### src/rtl/logic_pkg.sv
// Shared definitions for the logic_* stream blocks.
// Provides the implementation-target selector used as a parameter type by
// blocks that may map onto vendor-specific primitives.
package logic_pkg;

  typedef enum logic [1:0] {
    TARGET_GENERIC = 2'd0,
    TARGET_XILINX  = 2'd1,
    TARGET_INTEL   = 2'd2
  } target_e;

endpackage : logic_pkg

### src/rtl/logic_axi4_stream_if.sv
// AXI4-Stream bundle shared by the logic_* stream blocks.
// Parameters set the data byte count and sideband widths.
// Modports:
//   rx - sink side: payload/tvalid are inputs, tready is an output
//   tx - source side: payload/tvalid are outputs, tready is an input
interface logic_axi4_stream_if #(
  parameter int TDATA_BYTES = 1,
  parameter int TDEST_WIDTH = 1,
  parameter int TUSER_WIDTH = 1,
  parameter int TID_WIDTH   = 1
);

  logic                       tvalid;
  logic                       tready;
  logic [8*TDATA_BYTES-1:0]   tdata;
  logic [TDATA_BYTES-1:0]     tkeep;
  logic [TDATA_BYTES-1:0]     tstrb;
  logic                       tlast;
  logic [TID_WIDTH-1:0]       tid;
  logic [TDEST_WIDTH-1:0]     tdest;
  logic [TUSER_WIDTH-1:0]     tuser;

  modport rx (
    input  tvalid, tdata, tkeep, tstrb, tlast, tid, tdest, tuser,
    output tready
  );

  modport tx (
    output tvalid, tdata, tkeep, tstrb, tlast, tid, tdest, tuser,
    input  tready
  );

endinterface : logic_axi4_stream_if

### src/rtl/logic_axi4_stream_upsizer.sv
// AXI4-Stream width upsizer: packs RATIO narrow rx beats into one wide tx
// beat. Lane 0 (least-significant) holds the first beat of a word. A word
// closes when its last lane fills, on an rx tlast, or early when the
// incoming tid/tdest differs from the word being built.
// Ports:
//   aclk     - clock, all state changes on the rising edge
//   areset_n - asynchronous active-low reset
//   rx       - input stream, TDATA_BYTES bytes per beat
//   tx       - packed output stream, TDATA_BYTES*RATIO bytes per beat
// The packing register doubles as the tx output register, so tx payload is
// fully registered and held while tx is stalled.
module logic_axi4_stream_upsizer
  import logic_pkg::*;
#(
  parameter target_e TARGET      = TARGET_GENERIC,
  parameter int      TDATA_BYTES = 1,
  parameter int      RATIO       = 4,
  parameter int      TDEST_WIDTH = 1,
  parameter int      TUSER_WIDTH = 1,
  parameter int      TID_WIDTH   = 1,
  parameter int      USE_TLAST   = 1,
  parameter int      USE_TKEEP   = 1,
  parameter int      USE_TSTRB   = 1
) (
  input logic             aclk,
  input logic             areset_n,
  logic_axi4_stream_if.rx rx,
  logic_axi4_stream_if.tx tx
);

  localparam int LANE_BITS  = 8 * TDATA_BYTES;
  localparam int WORD_BYTES = TDATA_BYTES * RATIO;
  localparam int WORD_BITS  = 8 * WORD_BYTES;
  localparam int CNT_W      = (RATIO > 1) ? $clog2(RATIO) : 1;
  localparam logic [CNT_W-1:0] LAST_LANE = CNT_W'(RATIO - 1);

  // state
  logic [CNT_W-1:0]       cnt_r;
  logic                   out_valid_r;
  logic [WORD_BITS-1:0]   data_r;
  logic [WORD_BYTES-1:0]  keep_r;
  logic [WORD_BYTES-1:0]  strb_r;
  logic                   last_r;
  logic [TID_WIDTH-1:0]   tid_r;
  logic [TDEST_WIDTH-1:0] tdest_r;
  logic [TUSER_WIDTH-1:0] tuser_r;

  // next-state
  logic [CNT_W-1:0]       cnt_s;
  logic                   out_valid_s;
  logic [WORD_BITS-1:0]   data_s;
  logic [WORD_BYTES-1:0]  keep_s;
  logic [WORD_BYTES-1:0]  strb_s;
  logic                   last_s;
  logic [TID_WIDTH-1:0]   tid_s;
  logic [TDEST_WIDTH-1:0] tdest_s;
  logic [TUSER_WIDTH-1:0] tuser_s;

  // handshake helpers
  logic                   tx_fire_s;
  logic                   mismatch_s;
  logic                   rx_ready_s;
  logic                   rx_fire_s;
  logic                   beat_last_s;
  logic [TDATA_BYTES-1:0] lane_keep_s;
  logic [TDATA_BYTES-1:0] lane_strb_s;

  // A partial word whose stream identity no longer matches rx is flushed
  // first; the new beat waits one cycle and then opens a fresh word.
  assign tx_fire_s  = out_valid_r && tx.tready;
  assign mismatch_s = rx.tvalid && !out_valid_r && (cnt_r != {CNT_W{1'b0}}) &&
                      ((rx.tid != tid_r) || (rx.tdest != tdest_r));
  // areset_n term keeps tready low while reset is held
  assign rx_ready_s = areset_n && (!out_valid_r || tx.tready) && !mismatch_s;
  assign rx_fire_s  = rx.tvalid && rx_ready_s;

  assign beat_last_s = (USE_TLAST > 0) ? rx.tlast : 1'b0;
  assign lane_keep_s = (USE_TKEEP > 0) ? rx.tkeep : {TDATA_BYTES{1'b1}};
  assign lane_strb_s = (USE_TSTRB > 0) ? rx.tstrb : {TDATA_BYTES{1'b1}};

  // Next-state: tx drain, early flush on sideband change, lane fill and close
  always_comb begin
    cnt_s       = cnt_r;
    out_valid_s = out_valid_r;
    data_s      = data_r;
    keep_s      = keep_r;
    strb_s      = strb_r;
    last_s      = last_r;
    tid_s       = tid_r;
    tdest_s     = tdest_r;
    tuser_s     = tuser_r;

    if (tx_fire_s) begin
      out_valid_s = 1'b0;
    end else begin
      out_valid_s = out_valid_r;
    end

    if (mismatch_s) begin
      out_valid_s = 1'b1;
      cnt_s       = {CNT_W{1'b0}};
      last_s      = 1'b0;
    end else if (rx_fire_s) begin
      // lane 0 opens a word: clear stale lanes and latch stream identity
      if (cnt_r == {CNT_W{1'b0}}) begin
        data_s  = {WORD_BITS{1'b0}};
        keep_s  = {WORD_BYTES{1'b0}};
        strb_s  = {WORD_BYTES{1'b0}};
        last_s  = 1'b0;
        tid_s   = rx.tid;
        tdest_s = rx.tdest;
        tuser_s = rx.tuser;
      end else begin
        tid_s   = tid_r;
      end

      for (int l = 0; l < RATIO; l++) begin
        if (CNT_W'(l) == cnt_r) begin
          data_s[l*LANE_BITS +: LANE_BITS]     = rx.tdata;
          keep_s[l*TDATA_BYTES +: TDATA_BYTES] = lane_keep_s;
          strb_s[l*TDATA_BYTES +: TDATA_BYTES] = lane_strb_s;
        end else begin
          data_s[l*LANE_BITS +: LANE_BITS]     = data_s[l*LANE_BITS +: LANE_BITS];
        end
      end

      if ((cnt_r == LAST_LANE) || beat_last_s) begin
        out_valid_s = 1'b1;
        cnt_s       = {CNT_W{1'b0}};
        last_s      = beat_last_s;
      end else begin
        cnt_s       = cnt_r + CNT_W'(1);
      end
    end else begin
      cnt_s = cnt_r;
    end
  end

  // State and output word register
  always_ff @(posedge aclk or negedge areset_n) begin
    if (!areset_n) begin
      cnt_r       <= {CNT_W{1'b0}};
      out_valid_r <= 1'b0;
      data_r      <= {WORD_BITS{1'b0}};
      keep_r      <= {WORD_BYTES{1'b0}};
      strb_r      <= {WORD_BYTES{1'b0}};
      last_r      <= 1'b0;
      tid_r       <= {TID_WIDTH{1'b0}};
      tdest_r     <= {TDEST_WIDTH{1'b0}};
      tuser_r     <= {TUSER_WIDTH{1'b0}};
    end else begin
      cnt_r       <= cnt_s;
      out_valid_r <= out_valid_s;
      data_r      <= data_s;
      keep_r      <= keep_s;
      strb_r      <= strb_s;
      last_r      <= last_s;
      tid_r       <= tid_s;
      tdest_r     <= tdest_s;
      tuser_r     <= tuser_s;
    end
  end

  assign rx.tready = rx_ready_s;
  assign tx.tvalid = out_valid_r;
  assign tx.tdata  = data_r;
  assign tx.tkeep  = keep_r;
  assign tx.tstrb  = strb_r;
  assign tx.tlast  = last_r;
  assign tx.tid    = tid_r;
  assign tx.tdest  = tdest_r;
  assign tx.tuser  = tuser_r;

endmodule : logic_axi4_stream_upsizer

### src/flat_wrapper.sv
// flat-port wrapper written by rule: the top's interface ports become plain ports
module logic_axi4_stream_upsizer_flat import logic_pkg::*;
#(
  parameter target_e TARGET      = TARGET_GENERIC,
  parameter int      TDATA_BYTES = 1,
  parameter int      RATIO       = 4,
  parameter int      TDEST_WIDTH = 1,
  parameter int      TUSER_WIDTH = 1,
  parameter int      TID_WIDTH   = 1,
  parameter int      USE_TLAST   = 1,
  parameter int      USE_TKEEP   = 1,
  parameter int      USE_TSTRB   = 1
)
  (aclk, areset_n, rx_tvalid, rx_tdata, rx_tkeep, rx_tstrb, rx_tlast, rx_tid, rx_tdest, rx_tuser, rx_tready, tx_tvalid, tx_tdata, tx_tkeep, tx_tstrb, tx_tlast, tx_tid, tx_tdest, tx_tuser, tx_tready);
  logic_axi4_stream_if #(.TDATA_BYTES(TDATA_BYTES), .TDEST_WIDTH(TDEST_WIDTH), .TUSER_WIDTH(TUSER_WIDTH), .TID_WIDTH(TID_WIDTH)) rx_i ();
  logic_axi4_stream_if #(.TDATA_BYTES(TDATA_BYTES), .TDEST_WIDTH(TDEST_WIDTH), .TUSER_WIDTH(TUSER_WIDTH), .TID_WIDTH(TID_WIDTH)) tx_i ();
  input logic aclk;
  input logic areset_n;
  input wire logic [$bits(rx_i.tvalid)-1:0] rx_tvalid;
  input wire logic [$bits(rx_i.tdata)-1:0] rx_tdata;
  input wire logic [$bits(rx_i.tkeep)-1:0] rx_tkeep;
  input wire logic [$bits(rx_i.tstrb)-1:0] rx_tstrb;
  input wire logic [$bits(rx_i.tlast)-1:0] rx_tlast;
  input wire logic [$bits(rx_i.tid)-1:0] rx_tid;
  input wire logic [$bits(rx_i.tdest)-1:0] rx_tdest;
  input wire logic [$bits(rx_i.tuser)-1:0] rx_tuser;
  output wire logic [$bits(rx_i.tready)-1:0] rx_tready;
  output wire logic [$bits(tx_i.tvalid)-1:0] tx_tvalid;
  output wire logic [$bits(tx_i.tdata)-1:0] tx_tdata;
  output wire logic [$bits(tx_i.tkeep)-1:0] tx_tkeep;
  output wire logic [$bits(tx_i.tstrb)-1:0] tx_tstrb;
  output wire logic [$bits(tx_i.tlast)-1:0] tx_tlast;
  output wire logic [$bits(tx_i.tid)-1:0] tx_tid;
  output wire logic [$bits(tx_i.tdest)-1:0] tx_tdest;
  output wire logic [$bits(tx_i.tuser)-1:0] tx_tuser;
  input wire logic [$bits(tx_i.tready)-1:0] tx_tready;
  assign rx_i.tvalid = rx_tvalid;
  assign rx_i.tdata = rx_tdata;
  assign rx_i.tkeep = rx_tkeep;
  assign rx_i.tstrb = rx_tstrb;
  assign rx_i.tlast = rx_tlast;
  assign rx_i.tid = rx_tid;
  assign rx_i.tdest = rx_tdest;
  assign rx_i.tuser = rx_tuser;
  assign rx_tready = rx_i.tready;
  assign tx_tvalid = tx_i.tvalid;
  assign tx_tdata = tx_i.tdata;
  assign tx_tkeep = tx_i.tkeep;
  assign tx_tstrb = tx_i.tstrb;
  assign tx_tlast = tx_i.tlast;
  assign tx_tid = tx_i.tid;
  assign tx_tdest = tx_i.tdest;
  assign tx_tuser = tx_i.tuser;
  assign tx_i.tready = tx_tready;
  logic_axi4_stream_upsizer #(.TARGET(TARGET), .TDATA_BYTES(TDATA_BYTES), .RATIO(RATIO), .TDEST_WIDTH(TDEST_WIDTH), .TUSER_WIDTH(TUSER_WIDTH), .TID_WIDTH(TID_WIDTH), .USE_TLAST(USE_TLAST), .USE_TKEEP(USE_TKEEP), .USE_TSTRB(USE_TSTRB)) u_core (.aclk(aclk), .areset_n(areset_n), .rx(rx_i), .tx(tx_i));
endmodule
### config.mk
export PLATFORM = sky130hd
export DESIGN_NAME = logic_axi4_stream_upsizer_flat
export DESIGN_NICKNAME = d
export VERILOG_FILES = /design/src/rtl/logic_pkg.sv /design/src/rtl/logic_axi4_stream_if.sv /design/src/rtl/logic_axi4_stream_upsizer.sv /design/src/flat_wrapper.sv
export SDC_FILE = /design/constraint.sdc
export NUM_CORES = 1
export LEC_CHECK = 0
export BUFFER_PORTS_ARGS = -buffer_cell sky130_fd_sc_hd__buf_2
export CAP_MARGIN = 20
export CORE_AREA = 4 4 44 61
export DETAILED_ROUTE_END_ITERATION = 6
export DIE_AREA = 0 0 48 65
export PLACE_DENSITY = 0.68
export SYNTH_ARGS = -nofsm -noshare
export SYNTH_HDL_FRONTEND = slang
export SYNTH_SLANG_ARGS = --single-unit
### constraint.sdc
create_clock -name aclk -period 1.6 [get_ports aclk]
set_input_delay 0.32 -clock aclk [delete_from_list [all_inputs] [get_ports aclk]]
set_output_delay 0.32 -clock aclk [all_outputs]
set_load 0.005 [all_outputs]
# Word-level counts from Yosys, hierarchy flattened
# Index checks and enable logic that the tools add are counted.
[op_classes] muxes=14 n_addsub=1 reduce_logical=18 n_eq_ne=3 bitwise=1
[ops] op="$mux 1" n=10
[ops] op="$mux 8" n=1
[ops] op="$logic_and 1x1->1" n=7
[ops] op="$mux 2" n=3
[ops] op="$reduce_bool 2->1" n=2
[ops] op="$logic_or 1x1->1" n=3
[ops] op="$reduce_and 3->1" n=1
[ops] op="$reduce_bool 3->1" n=1
[ops] op="$add 2x1->2 const B" n=1
[ops] op="$eq 2x2->1 const B" n=1
[ops] op="$logic_not 1->1" n=2
[ops] op="$logic_not 2->1" n=1
[ops] op="$ne 1x1->1" n=2
[ops] op="$reduce_and 2->1" n=1
[ops] op="$not 1->1" n=1
[totals] in_bits=18 ff_bits=17 output_inout_bits=16

# Depth between registers and ports, before layout
[depth] word_depth=9 mapped_depth=6 mapped_depth_nobuf=5

# Worst setup path after synthesis
# Ideal clock, no wire load.
[synth_timing] kind="reg-to-reg" start="reg u_core.out_valid_r (netlist: u_core.tx.tvalid)" end="reg u_core.data_r[0]" path_buffers=1 t_required_ns=1.475 path_stages_with_launch=6 setup_slack_ns=-0.205 arrival_time_ns=1.680 setup_ns=0.125 cell_sequence="dfrtp_1 nor2b_1 or2_2 nor3b_2 buf_6 mux2_4"
[synth_between] elab_chain_len=8 elab_cells_between_ends=11 cone_classes="bitwise: 1; reduce/logical: 10"
[synth_lines] item="start, declared" line="logic_axi4_stream_upsizer.sv:39" text="logic out_valid_r;"
[synth_lines] item="start signal, assigned" line="logic_axi4_stream_upsizer.sv:153" text="out_valid_r <= out_valid_s;"
[synth_lines] item="$logic_not 1->1 (*)" line="logic_axi4_stream_upsizer.sv:71, logic_axi4_stream_upsizer.sv:74"
[synth_lines] item="$logic_and 1x1->1 (3 in a row)" line="logic_axi4_stream_upsizer.sv:71" text="assign mismatch_s = rx.tvalid && !out_valid_r && (cnt_r != {CNT_W{1'b0}}) &&"
[synth_lines] item="$logic_not 1->1" line="logic_axi4_stream_upsizer.sv:74" text="assign rx_ready_s = areset_n && (!out_valid_r || tx.tready) && !mismatch_s;"
[synth_lines] item="$logic_and 1x1->1" line="logic_axi4_stream_upsizer.sv:74"
[synth_lines] item="$logic_and 1x1->1" line="logic_axi4_stream_upsizer.sv:75" text="assign rx_fire_s = rx.tvalid && rx_ready_s;"
[synth_lines] item="$reduce_and 3->1 (no source line) (*)"
[synth_lines] item="end signal, assigned" line="logic_axi4_stream_upsizer.sv:144" text="data_r <= {WORD_BITS{1'b0}};"
[synth_lines] item="end signal, assigned" line="logic_axi4_stream_upsizer.sv:154" text="data_r <= data_s;"
[synth_lines] item="end, declared" line="logic_axi4_stream_upsizer.sv:40" text="logic [WORD_BITS-1:0] data_r;"
# Mark *: on every way between the ends. The rest lies on a longest branch, timed or not.
# A chain may end at the register's enable or synchronous reset.

# Worst setup path in the final report
[layout_timing] start="reg u_core.tid_r (netlist: u_core.tx.tid)" end="out rx_tready"
[layout_between] elab_chain_len=5
[layout_lines] item="start, declared" line="logic_axi4_stream_upsizer.sv:44" text="logic [TID_WIDTH-1:0] tid_r;"
[layout_lines] item="start signal, assigned" line="logic_axi4_stream_upsizer.sv:148" text="tid_r <= {TID_WIDTH{1'b0}};"
[layout_lines] item="start signal, assigned" line="logic_axi4_stream_upsizer.sv:158" text="tid_r <= tid_s;"
[layout_lines] item="$ne 1x1->1" line="logic_axi4_stream_upsizer.sv:72" text="((rx.tid != tid_r) || (rx.tdest != tdest_r));"
[layout_lines] item="$logic_or 1x1->1" line="logic_axi4_stream_upsizer.sv:72"
[layout_lines] item="$logic_and 1x1->1" line="logic_axi4_stream_upsizer.sv:71"
[layout_lines] item="$logic_not 1->1" line="logic_axi4_stream_upsizer.sv:74"
[layout_lines] item="$logic_and 1x1->1" line="logic_axi4_stream_upsizer.sv:74"
[layout_lines] item="end, declared" line="flat_wrapper.sv:27" text="output wire logic [$bits(rx_i.tready)-1:0] rx_tready;"
# No other way between the ends.

==> impl_metrics.env <==
export IMPL_status="complete, but fails checks"
export IMPL_violations="negative setup slack"
export IMPL_ir_worst_vdd_mv=0.769
export IMPL_dr_pass1_iters=4
export IMPL_io_pins=34
export IMPL_synth_top_area_share_pct=52.5
export IMPL_path_delay_family="flip-flops"
export IMPL_p_per_area_nw_per_um2=1820
export IMPL_synth_seq_cells=17
export IMPL_antennaDiodeCount=0
export IMPL_fin_util_pct=56.4
export IMPL_clock_latency_ns=0.29
export IMPL_ys_seq_area_share_pct=52.5
export IMPL_p_leak_uw=0.000624
export IMPL_reg2reg_slack_ns=-0.22
export IMPL_ant_nets=0
export IMPL_synth_area_leaders="dfrtp_1 52%, mux2_4 19%, ha_1 4.6%"
export IMPL_drc=0
export IMPL_dp_cells=124
export IMPL_rsz0062_at_grt="true"
export IMPL_slowest_stage="dfrtp_1"
export IMPL_die_area_um2=3120
export IMPL_h_tree_depth=1
export IMPL_syn_nets=80
export IMPL_end_kind="output port"
export IMPL_initial_core_util_pct=37.7
export IMPL_fin_worst_skew_ns=0.00321
export IMPL_syn_inst=59
export IMPL_synth_cell_types=17
export IMPL_place_gp_congestion=0.674
export IMPL_synthToLayoutAreaGrowth_pct=49.7
export IMPL_path_buf_inv=1
export IMPL_cts_root_buffer="clkbuf_4"
export IMPL_cp_required_ns=1.28
export IMPL_stdcell_count=134
export IMPL_clkTransAtPathRegs_ns=0.11
export IMPL_grtUsageTotal_pct=12.2
export IMPL_max_clock_path_buffers=2
export IMPL_hold_start="rx_tkeep"
export IMPL_synthTopCellsByCount="17 x dfrtp_1, 10 x mux2_4, 4 x nand2_1, 4 x nor2_1"
export IMPL_core_area_um2=2150
export IMPL_tightest_slew_ns=0.770
export IMPL_grt_pass1_wl_um=2720
export IMPL_die_x_um=48
export IMPL_numCtsBuffers=3
export IMPL_postLayoutCellArea_um2=1210
export IMPL_yosysMostFrequentCell="dfrtp_1"
export IMPL_path_class="reg2out"
export IMPL_grt_max_degree=18
export IMPL_r2r_end="u_core.data_r[0]"
export IMPL_dpl_cell_area_um2=1100
export IMPL_nets=134
export IMPL_netlist_area_um2=811
export IMPL_hold_depth=2
export IMPL_crit_arrival_ns=1.61
export IMPL_drt_initial_drc_count=7
export IMPL_cp_cell_sequence="xnor2_2 -> a2111oi_4 -> nor2_1 -> and2_1 -> buf_2"
export IMPL_dieHeight_um=65
export IMPL_slew_viol_final=0
export IMPL_ys_warn_count=0
export IMPL_synth_area_leader_cell="dfrtp_1"
export IMPL_maxCapViolations=0
export IMPL_path_depth=5
export IMPL_hold_path_class="in2reg"
export IMPL_crit_path_start_kind="register"
export IMPL_placementRows=20
export IMPL_overflow=0
export IMPL_syn_area_per_cell_um2=13.7
export IMPL_finalHoldViolCount=0
export IMPL_async_reset_ff_share_pct=100
export IMPL_fin_tns_setup_ns=-3.05
export IMPL_synthFlopType="dfrtp_1"
export IMPL_drt_wl_total_um=1770
export IMPL_cts_sinks=17
export IMPL_rr_worst_depth=7
export IMPL_post_route_period_util_pct=121
export IMPL_grt_pass1_vias=661
export IMPL_antenna_found_initial=0
export IMPL_fill_cells=177
export IMPL_num_vias=651
export IMPL_r2r_start="u_core.tx.tid"
export IMPL_post_dp_hpwl_um=1240
export IMPL_fin_crit_ns=1.93
export IMPL_slew_headroom_pct=48.5
export IMPL_synth_edf_count=0
export IMPL_path_max_fanout=3
export IMPL_setup_viol=14
export IMPL_drive_gt1_share_pct=65.2
export IMPL_cts_tree="yes"
export IMPL_holdPathEnd="u_core.keep_r[0]"
export IMPL_cpPeakStageDelay_ns=0.43
export IMPL_whs_ns=0.257
export IMPL_fmax_ghz=0.518
export IMPL_wl_per_cell_um=13.2
export IMPL_io_buffers=33
export IMPL_fin_ws_ns=-0.332
export IMPL_avgViaCountPerCell=4.86
logic make-up (layout without fill, tap and decap cells):
group                    after synthesis  in the layout  synth area share, %
multiplexers                          13             13                 22.7
AO/OA/AOI/OAI                          6              6                 6.48
buffers and inverters                  4             57                 2.78
XOR/XNOR                               2              2                 2.16
AND/OR/NAND/NOR                       14             14                 8.80
adder cells (fa/ha/maj)                3              3                 4.63
flip-flops                            17             17                 52.5
final cells by class:
class / instances / area, µm² / area share, %
multi-input combinational: 38 / 410 / 33.8
tap: 22 / 27.5 / 2.27
timing repair buffer: 50 / 312 / 25.7
clock inverter: 1 / 5.00 / 0.412
inverter: 3 / 11.3 / 0.928
clock buffer: 3 / 22.5 / 1.86
sequential: 17 / 425 / 35.1
worst max-delay path by stage:
stage | start | endpoint | slack [ns]
floorplan | u_core.tx.tid | u_core.data_r[0] | -0.12
global placement | rx_tid | rx_tready | -0.13
detailed placement | rx_tid | rx_tready | -0.16
CTS | u_core.tx.tdest | rx_tready | -0.33
global route | u_core.tx.tid | rx_tready | -0.40
finish | u_core.tx.tid | rx_tready | -0.33
power by group:
part	total (µW)	internal [µW]	leakage (µW)	switching [µW]
logic	1200	767	0.000401	437
registers	764	645	0.000205	119
clock network	236	92.9	0.0000177	143
total	2200	1510	0.000624	699
layer usage:
layer,wire [µm],track usage [%],vias up
met4,12,6.06,0
li1,-,-,310
met1,686,13.9,313
met5,0,0,-
met2,916,20.2,26
met3,152,2.50,2
layout by cell type (no fill, tap or decap), types with 2 or more instances in the layout:
cell / instances
buf_2: 33
dfrtp_1: 17
buf_4: 14
mux2_4: 13
nor2_1: 4
nand2_1: 4
a21oi_1: 3
clkbuf_4: 3
inv_1: 2
xnor2_2: 2
o21ai_0: 2
nand3_1: 2
ha_1: 2
registers in the layout, summed over array words and instances (netlist names):
| signal | count |
|---|---|
| u_core.data_r | 8 |
| u_core.cnt_r | 2 |
| u_core.keep_r | 1 |
| u_core.strb_r | 1 |
| u_core.tx.tdest | 1 |
| u_core.tx.tid | 1 |
| u_core.tx.tlast | 1 |
| u_core.tx.tuser | 1 |
| u_core.tx.tvalid | 1 |
worst reg2reg max path, stage by stage, from the launching register on:
cell and delay (ns):
dfrtp_1 0.43, xnor2_2 0.16, a2111oi_4 0.36, buf_4 0.17, buf_6 0.09, nor3b_4 0.04, buf_12 0.15, mux2_4 0.30
through the flow:
step	power [µW]	setup WS, ns
floorplan	1360	-0.117
global placement	1770	-0.132
detailed placement	1800	-0.164
CTS	2070	-0.330
global route	2380	-0.397
finish	2200	-0.332
timing repair:
action                     CTS  global route
hold endpoints to repair    17             0
pin swaps                    2             4
setup endpoints to repair   14            14
setup buffers                1             4
gates resized for setup      1             8
hold buffers                 1             0
Note: power is estimated with default switching activity, not from simulation.
